## src/rtl/puzzle_move_ctrl.sv

```systemverilog
// puzzle_move_ctrl: applies one slide move of the 3x3 sliding puzzle to an
// external 256x8 register file. Reads the blank position and depth counters,
// validates the move, swaps the blank with its neighbour and then commits the
// new position and move count. Owns the register file ports while busy.
module puzzle_move_ctrl #(
  parameter logic [7:0] POS_ADDR   = 8'h03,
  parameter logic [7:0] COUNT_ADDR = 8'h0B,
  parameter logic [7:0] MAXD_ADDR  = 8'h0C,
  parameter logic [7:0] BOARD_BASE = 8'h10,
  parameter logic [7:0] BLANK_CODE = 8'h00
) (
  input  logic       clk,
  input  logic       rst_n,
  input  logic       start,
  input  logic [1:0] dir,
  input  logic [7:0] rf_outa,
  input  logic [7:0] rf_outb,
  output logic [7:0] rf_src0,
  output logic [7:0] rf_src1,
  output logic [7:0] rf_dst,
  output logic       rf_we,
  output logic [7:0] rf_data,
  output logic       busy,
  output logic       done,
  output logic [1:0] status,
  output logic [3:0] blank_pos
);

  localparam logic [3:0] S_IDLE     = 4'd0;
  localparam logic [3:0] S_RD_POS   = 4'd1;
  localparam logic [3:0] S_RD_LIM   = 4'd2;
  localparam logic [3:0] S_RD_TILE  = 4'd3;
  localparam logic [3:0] S_WR_TILE  = 4'd4;
  localparam logic [3:0] S_WR_BLANK = 4'd5;
  localparam logic [3:0] S_WR_POS   = 4'd6;
  localparam logic [3:0] S_WR_CNT   = 4'd7;
  localparam logic [3:0] S_DONE     = 4'd8;

  localparam logic [1:0] DIR_UP    = 2'd0;
  localparam logic [1:0] DIR_RIGHT = 2'd1;
  localparam logic [1:0] DIR_DOWN  = 2'd2;
  localparam logic [1:0] DIR_LEFT  = 2'd3;

  localparam logic [1:0] ST_OK      = 2'd0;
  localparam logic [1:0] ST_ILLEGAL = 2'd1;
  localparam logic [1:0] ST_DEPTH   = 2'd2;
  localparam logic [1:0] ST_BADPOS  = 2'd3;

  logic [3:0] state_q, state_d;
  logic [1:0] dir_q, dir_d;
  logic [3:0] p_q, p_d;          // blank position before the move
  logic [3:0] np_q, np_d;        // blank position after the move
  logic [7:0] cnt_q, cnt_d;
  logic [7:0] tile_q, tile_d;
  logic [1:0] status_q, status_d;
  logic [3:0] blank_pos_q, blank_pos_d;

  // Column of the freshly read position (only meaningful when it is 0..8)
  logic [3:0] rd_p;
  logic [1:0] rd_col;
  logic       rd_illegal;
  logic [3:0] rd_np;

  // Decode the read position into column, legality and target cell
  always_comb begin
    rd_p = rf_outa[3:0];
    case (rd_p)
      4'd0, 4'd3, 4'd6: rd_col = 2'd0;
      4'd1, 4'd4, 4'd7: rd_col = 2'd1;
      default:          rd_col = 2'd2;
    endcase
    rd_illegal = 1'b0;
    rd_np      = rd_p;
    case (dir_q)
      DIR_UP: begin
        rd_illegal = (rd_p < 4'd3);
        rd_np      = rd_p - 4'd3;
      end
      DIR_RIGHT: begin
        rd_illegal = (rd_col == 2'd2);
        rd_np      = rd_p + 4'd1;
      end
      DIR_DOWN: begin
        rd_illegal = (rd_p > 4'd5);
        rd_np      = rd_p + 4'd3;
      end
      default: begin
        rd_illegal = (rd_col == 2'd0);
        rd_np      = rd_p - 4'd1;
      end
    endcase
  end

  // Next-state and latched-value logic for the move sequencer
  always_comb begin
    state_d     = state_q;
    dir_d       = dir_q;
    p_d         = p_q;
    np_d        = np_q;
    cnt_d       = cnt_q;
    tile_d      = tile_q;
    status_d    = status_q;
    blank_pos_d = blank_pos_q;
    case (state_q)
      S_IDLE: begin
        if (start) begin
          dir_d   = dir;
          state_d = S_RD_POS;
        end
      end
      S_RD_POS: begin
        p_d = rd_p;
        if (rf_outa > 8'd8) begin
          status_d = ST_BADPOS;
          state_d  = S_DONE;
        end else if (rd_illegal) begin
          status_d = ST_ILLEGAL;
          state_d  = S_DONE;
        end else begin
          np_d    = rd_np;
          state_d = S_RD_LIM;
        end
      end
      S_RD_LIM: begin
        cnt_d = rf_outa;
        if (rf_outa >= rf_outb) begin
          status_d = ST_DEPTH;
          state_d  = S_DONE;
        end else begin
          state_d = S_RD_TILE;
        end
      end
      S_RD_TILE: begin
        tile_d  = rf_outa;
        state_d = S_WR_TILE;
      end
      S_WR_TILE:  state_d = S_WR_BLANK;
      S_WR_BLANK: state_d = S_WR_POS;
      S_WR_POS:   state_d = S_WR_CNT;
      S_WR_CNT: begin
        status_d    = ST_OK;
        blank_pos_d = np_q;
        state_d     = S_DONE;
      end
      S_DONE:  state_d = S_IDLE;
      default: state_d = S_IDLE;
    endcase
  end

  // Register file port decode, driven purely from state and latched values
  always_comb begin
    rf_src0 = 8'd0;
    rf_src1 = 8'd0;
    rf_dst  = 8'd0;
    rf_we   = 1'b0;
    rf_data = 8'd0;
    case (state_q)
      S_RD_POS: rf_src0 = POS_ADDR;
      S_RD_LIM: begin
        rf_src0 = COUNT_ADDR;
        rf_src1 = MAXD_ADDR;
      end
      S_RD_TILE: rf_src0 = BOARD_BASE + {4'd0, np_q};
      S_WR_TILE: begin
        rf_we   = 1'b1;
        rf_dst  = BOARD_BASE + {4'd0, p_q};
        rf_data = tile_q;
      end
      S_WR_BLANK: begin
        rf_we   = 1'b1;
        rf_dst  = BOARD_BASE + {4'd0, np_q};
        rf_data = BLANK_CODE;
      end
      S_WR_POS: begin
        rf_we   = 1'b1;
        rf_dst  = POS_ADDR;
        rf_data = {4'd0, np_q};
      end
      S_WR_CNT: begin
        rf_we   = 1'b1;
        rf_dst  = COUNT_ADDR;
        rf_data = cnt_q + 8'd1;
      end
      default: ;
    endcase
  end

  // State registers with synchronous active-low reset
  always_ff @(posedge clk) begin
    if (!rst_n) begin
      state_q     <= S_IDLE;
      dir_q       <= 2'd0;
      p_q         <= 4'd0;
      np_q        <= 4'd0;
      cnt_q       <= 8'd0;
      tile_q      <= 8'd0;
      status_q    <= ST_OK;
      blank_pos_q <= 4'd0;
    end else begin
      state_q     <= state_d;
      dir_q       <= dir_d;
      p_q         <= p_d;
      np_q        <= np_d;
      cnt_q       <= cnt_d;
      tile_q      <= tile_d;
      status_q    <= status_d;
      blank_pos_q <= blank_pos_d;
    end
  end

  assign busy      = (state_q != S_IDLE);
  assign done      = (state_q == S_DONE);
  assign status    = status_q;
  assign blank_pos = blank_pos_q;

endmodule

```

## config.mk

```make
export PLATFORM = sky130hd
export DESIGN_NAME = puzzle_move_ctrl
export DESIGN_NICKNAME = d
export VERILOG_FILES = /design/src/rtl/puzzle_move_ctrl.sv
export SDC_FILE = /design/constraint.sdc
export NUM_CORES = 1
export LEC_CHECK = 0
export CAP_MARGIN = 20
export CORE_MARGIN = 1
export CORE_UTILIZATION = 50
export CTS_CLUSTER_SIZE = 40
export DETAILED_ROUTE_END_ITERATION = 8
export PLACE_DENSITY = 0.8
export SKIP_CTS_REPAIR_TIMING = 1
export SYNTH_ARGS = -nofsm -noshare
export SYNTH_HDL_FRONTEND = slang
export SYNTH_SLANG_ARGS = --single-unit
```

## constraint.sdc

```tcl
create_clock -name clk -period 2.7 [get_ports clk]
set_clock_uncertainty 0.15 [all_clocks]
set_input_delay 0.54 -clock clk [delete_from_list [all_inputs] [get_ports clk]]
set_output_delay 0.54 -clock clk [all_outputs]
set_load 0.005 [all_outputs]
```

==> flow_summary.yaml <==
floorplanning:
  io_pins: 62
  rows: 25
  fp.coreArea_sq_mm: 0.004848
  start_util: 0.5316
  dieArea_sq_mm: 0.005446
  die_width_um: 73.80
  fp.dieH_um: 73.80
timing:
  rsz0062_at_grt: "false"
  hold_violations: 0
  layout_min_cycle_time_ns: 2.607
  slew_violations: 0
  fin_ws_ns: 0.09317
  fin_crit_sh: 0.9655
  fmax_mhz: 383.6
  setup_viol: 0
grt:
  grt_remaining_overflow: 0
  busiest_layer: "met2"
  grt_usage: 0.2532
  use_met1: 0.3300
  grt_pass1_wl_um: 10540
  use_met2: 0.4118
  antenna_found_initial: 0
  grt_use_met3: 0.03841
  grt_start_max_net_pins: 33
  grt_pass1_vias: 2252
power_and_ir_drop:
  netSwitchingPower_uw: 361.5
  combPwrFrac: 0.260
  clock_power_share: 0.286
  p_seq_frac: 0.454
  swShare: 0.2880
  p_leak_nw: 1.377
  internal_power_uw: 893.6
  peakVddDrop_mv: 0.1944
  total_power_mw: 1.255
  power_density_mw_per_mm2: 372.0
synthesis:
  yosys_warnings: 0
  synth-seq-cells: 36
  yosysSeqAreaShare: 0.2796
  synth.distinct_cells: 60
  synthFlopType: "dfxtp_1"
  syn_avg_cell_area_sq_um: 7.834
  synth_area_sq_mm: 0.002577
  syn_inst: 329
  synth-edff-count: 0
  async_reset_ff_frac: 0
final_layout:
  final_cells: 464
  fin_nets: 438
  diodes: 0
  layout_commonest_cell: "nand2_1"
  drive_above_1_share: 0.1562
  area_growth_pct: 30.92
  final_cell_mix: "nand2_1, clkdlybuf4s50_1, a21oi_1"
drt:
  first_pass_iters: 5
  wl_um: 6403
  post_drt_via_cell_ratio: 5.377
  vias: 2495
  ant_nets: 0
  wl_per_cell_um: 13.80
  drc_errors: 0
  first_iter_violations: 127
cts:
  cts_buffers: 5
  clock-sinks: 36
  cts_buffer_depth: 2
  clk_latency_ns: 0.29
  clock-root-buffer: "clkbuf_8"
  cts_tree: "done"
  htreeDepth: 2
  clk_pin_slew_worst_paths_ns: 0.07
critical_path:
  crit_family: "buffers and inverters"
  crit_required_ns: 2.01
  critical_path_class: "flop to output port"
  worstPathCellList: "nand2b_1 -> nand2b_1 -> inv_2 -> and2_1 -> clkdlybuf4s50_1"
  max_stage_delay_ns: 0.49
  crit_slowest_cell: "clkdlybuf4s50_1"
  critPathArrivalTime_ns: 1.92
  critPathBufInv: 2
  cpMostUsedCell: "nand2b_1"
  end_kind: "output port"
  cp-start-kind: "flop"
  cp_max_fo: 12
outcome:
  status: "complete, no violations"
job:
  cap_viol_max_count: 0
place:
  dpl.hpwl_um: 4932
  port_buffers: 49
  placed_cells: 457
  place_congestion: 0.8299
  place_ws_ns: -0.2601
hold_path:
  hold_class: "flop to flop"
==> Yosys cell counts, types with 3 or more instances <==
library cell / instances / area share
a21oi_1: 34 / 0.066
a22oi_1: 4 / 0.012
and3_1: 3 / 0.0073
buf_2: 4 / 0.0078
buf_4: 14 / 0.041
clkbuf_1: 11 / 0.016
dfxtp_1: 36 / 0.28
ha_1: 19 / 0.092
inv_1: 19 / 0.028
mux2i_1: 13 / 0.050
nand2_1: 51 / 0.074
nand2b_1: 5 / 0.012
nand3_1: 5 / 0.0097
nor2_1: 28 / 0.041
nor2b_1: 3 / 0.0073
nor3_1: 8 / 0.016
nor4b_1: 4 / 0.014
o21a_1: 4 / 0.012
o21ai_0: 4 / 0.0078
xnor2_1: 6 / 0.020
xor2_1: 5 / 0.017
==> final timing paths <==
| kind | depth (start not counted) | slack (ns) | from | endpoint |
|---|---|---|---|---|
| worst max register to register | 6 | 0.36 | dir_q[0]$_SDFFE_PN0P_ | state_q[3]$_SDFFE_PN0P_ |
| worst max-delay path | 5 | 0.09 | state_q[2]$_SDFFE_PN0P_ | rf_src0[2] |
| worst min-delay path | 2 | 0.31 | blank_pos[1]$_SDFFE_PN0N_ | blank_pos[1]$_SDFFE_PN0N_ |
| worst min register to register | 2 | 0.31 | blank_pos[1]$_SDFFE_PN0N_ | blank_pos[1]$_SDFFE_PN0N_ |
==> logic make-up after synthesis <==
kind of cell	after synthesis	synth area share
XOR/XNOR	11	0.03738
adder cells (fa/ha/maj)	20	0.1000
multiplexers	13	0.05048
flip-flops	36	0.2796
buffers and inverters	54	0.1039
AND/OR/NAND/NOR	120	0.2267
other	1	0.001455
AO/OA/AOI/OAI	74	0.2005
==> power groups by stage <==
stage	registers, mW	logic (mW)	clock network [mW]
floorplan	0.568	0.207	0
global placement	0.581	0.309	0
detailed placement	0.582	0.317	0
CTS	0.570	0.319	0.362
global route	0.572	0.359	0.387
finish	0.570	0.326	0.359
==> metal layers <==
layer | up-vias | wire length (um) | part of all wire
met4 | 0 | 212 | 0.033
li1 | 1244 | - | -
met1 | 1137 | 3005 | 0.47
met2 | 94 | 2939 | 0.46
met3 | 20 | 246 | 0.038
met5 | - | 0 | 0
==> registers in the layout (all words and copies together), names as in the netlist <==
signal / count
blank_pos: 4
cnt_q: 8
dir_q: 2
np_q: 4
p_q: 4
state_q: 4
status: 2
tile_q: 8
==> stage by stage <==
step                hold slack [ns]  area (sq um)  utilization  setup TNS, ns
global placement             0.2937          3256       0.6715        -0.7701
CTS                          0.3087          3333       0.6875         -1.111
finish                       0.3051          3374       0.6960              0
global route                 0.3237          3374       0.6960              0
floorplan                    0.2857          2619            -              0
detailed placement           0.2991          3256       0.6715         -1.280
==> layout make-up <==
| cell class | instances | area (sq um) |
|---|---|---|
| multi-input cells | 250 | 1658 |
| fillers | 401 | 1474 |
| repair buffers | 82 | 740.7 |
| flip-flops and latches | 36 | 732.0 |
| well taps | 67 | 83.83 |
| inverters | 22 | 82.58 |
| clock buffers | 6 | 72.57 |
| clock inverters | 1 | 5.005 |
==> tightest hold or removal path, cell delays in order, from the launching register on <==
cell and delay (ns):
dfxtp_1 0.31, nand2_1 0.05, a21oi_1 0.05
Power figures use the tool's default switching activity.
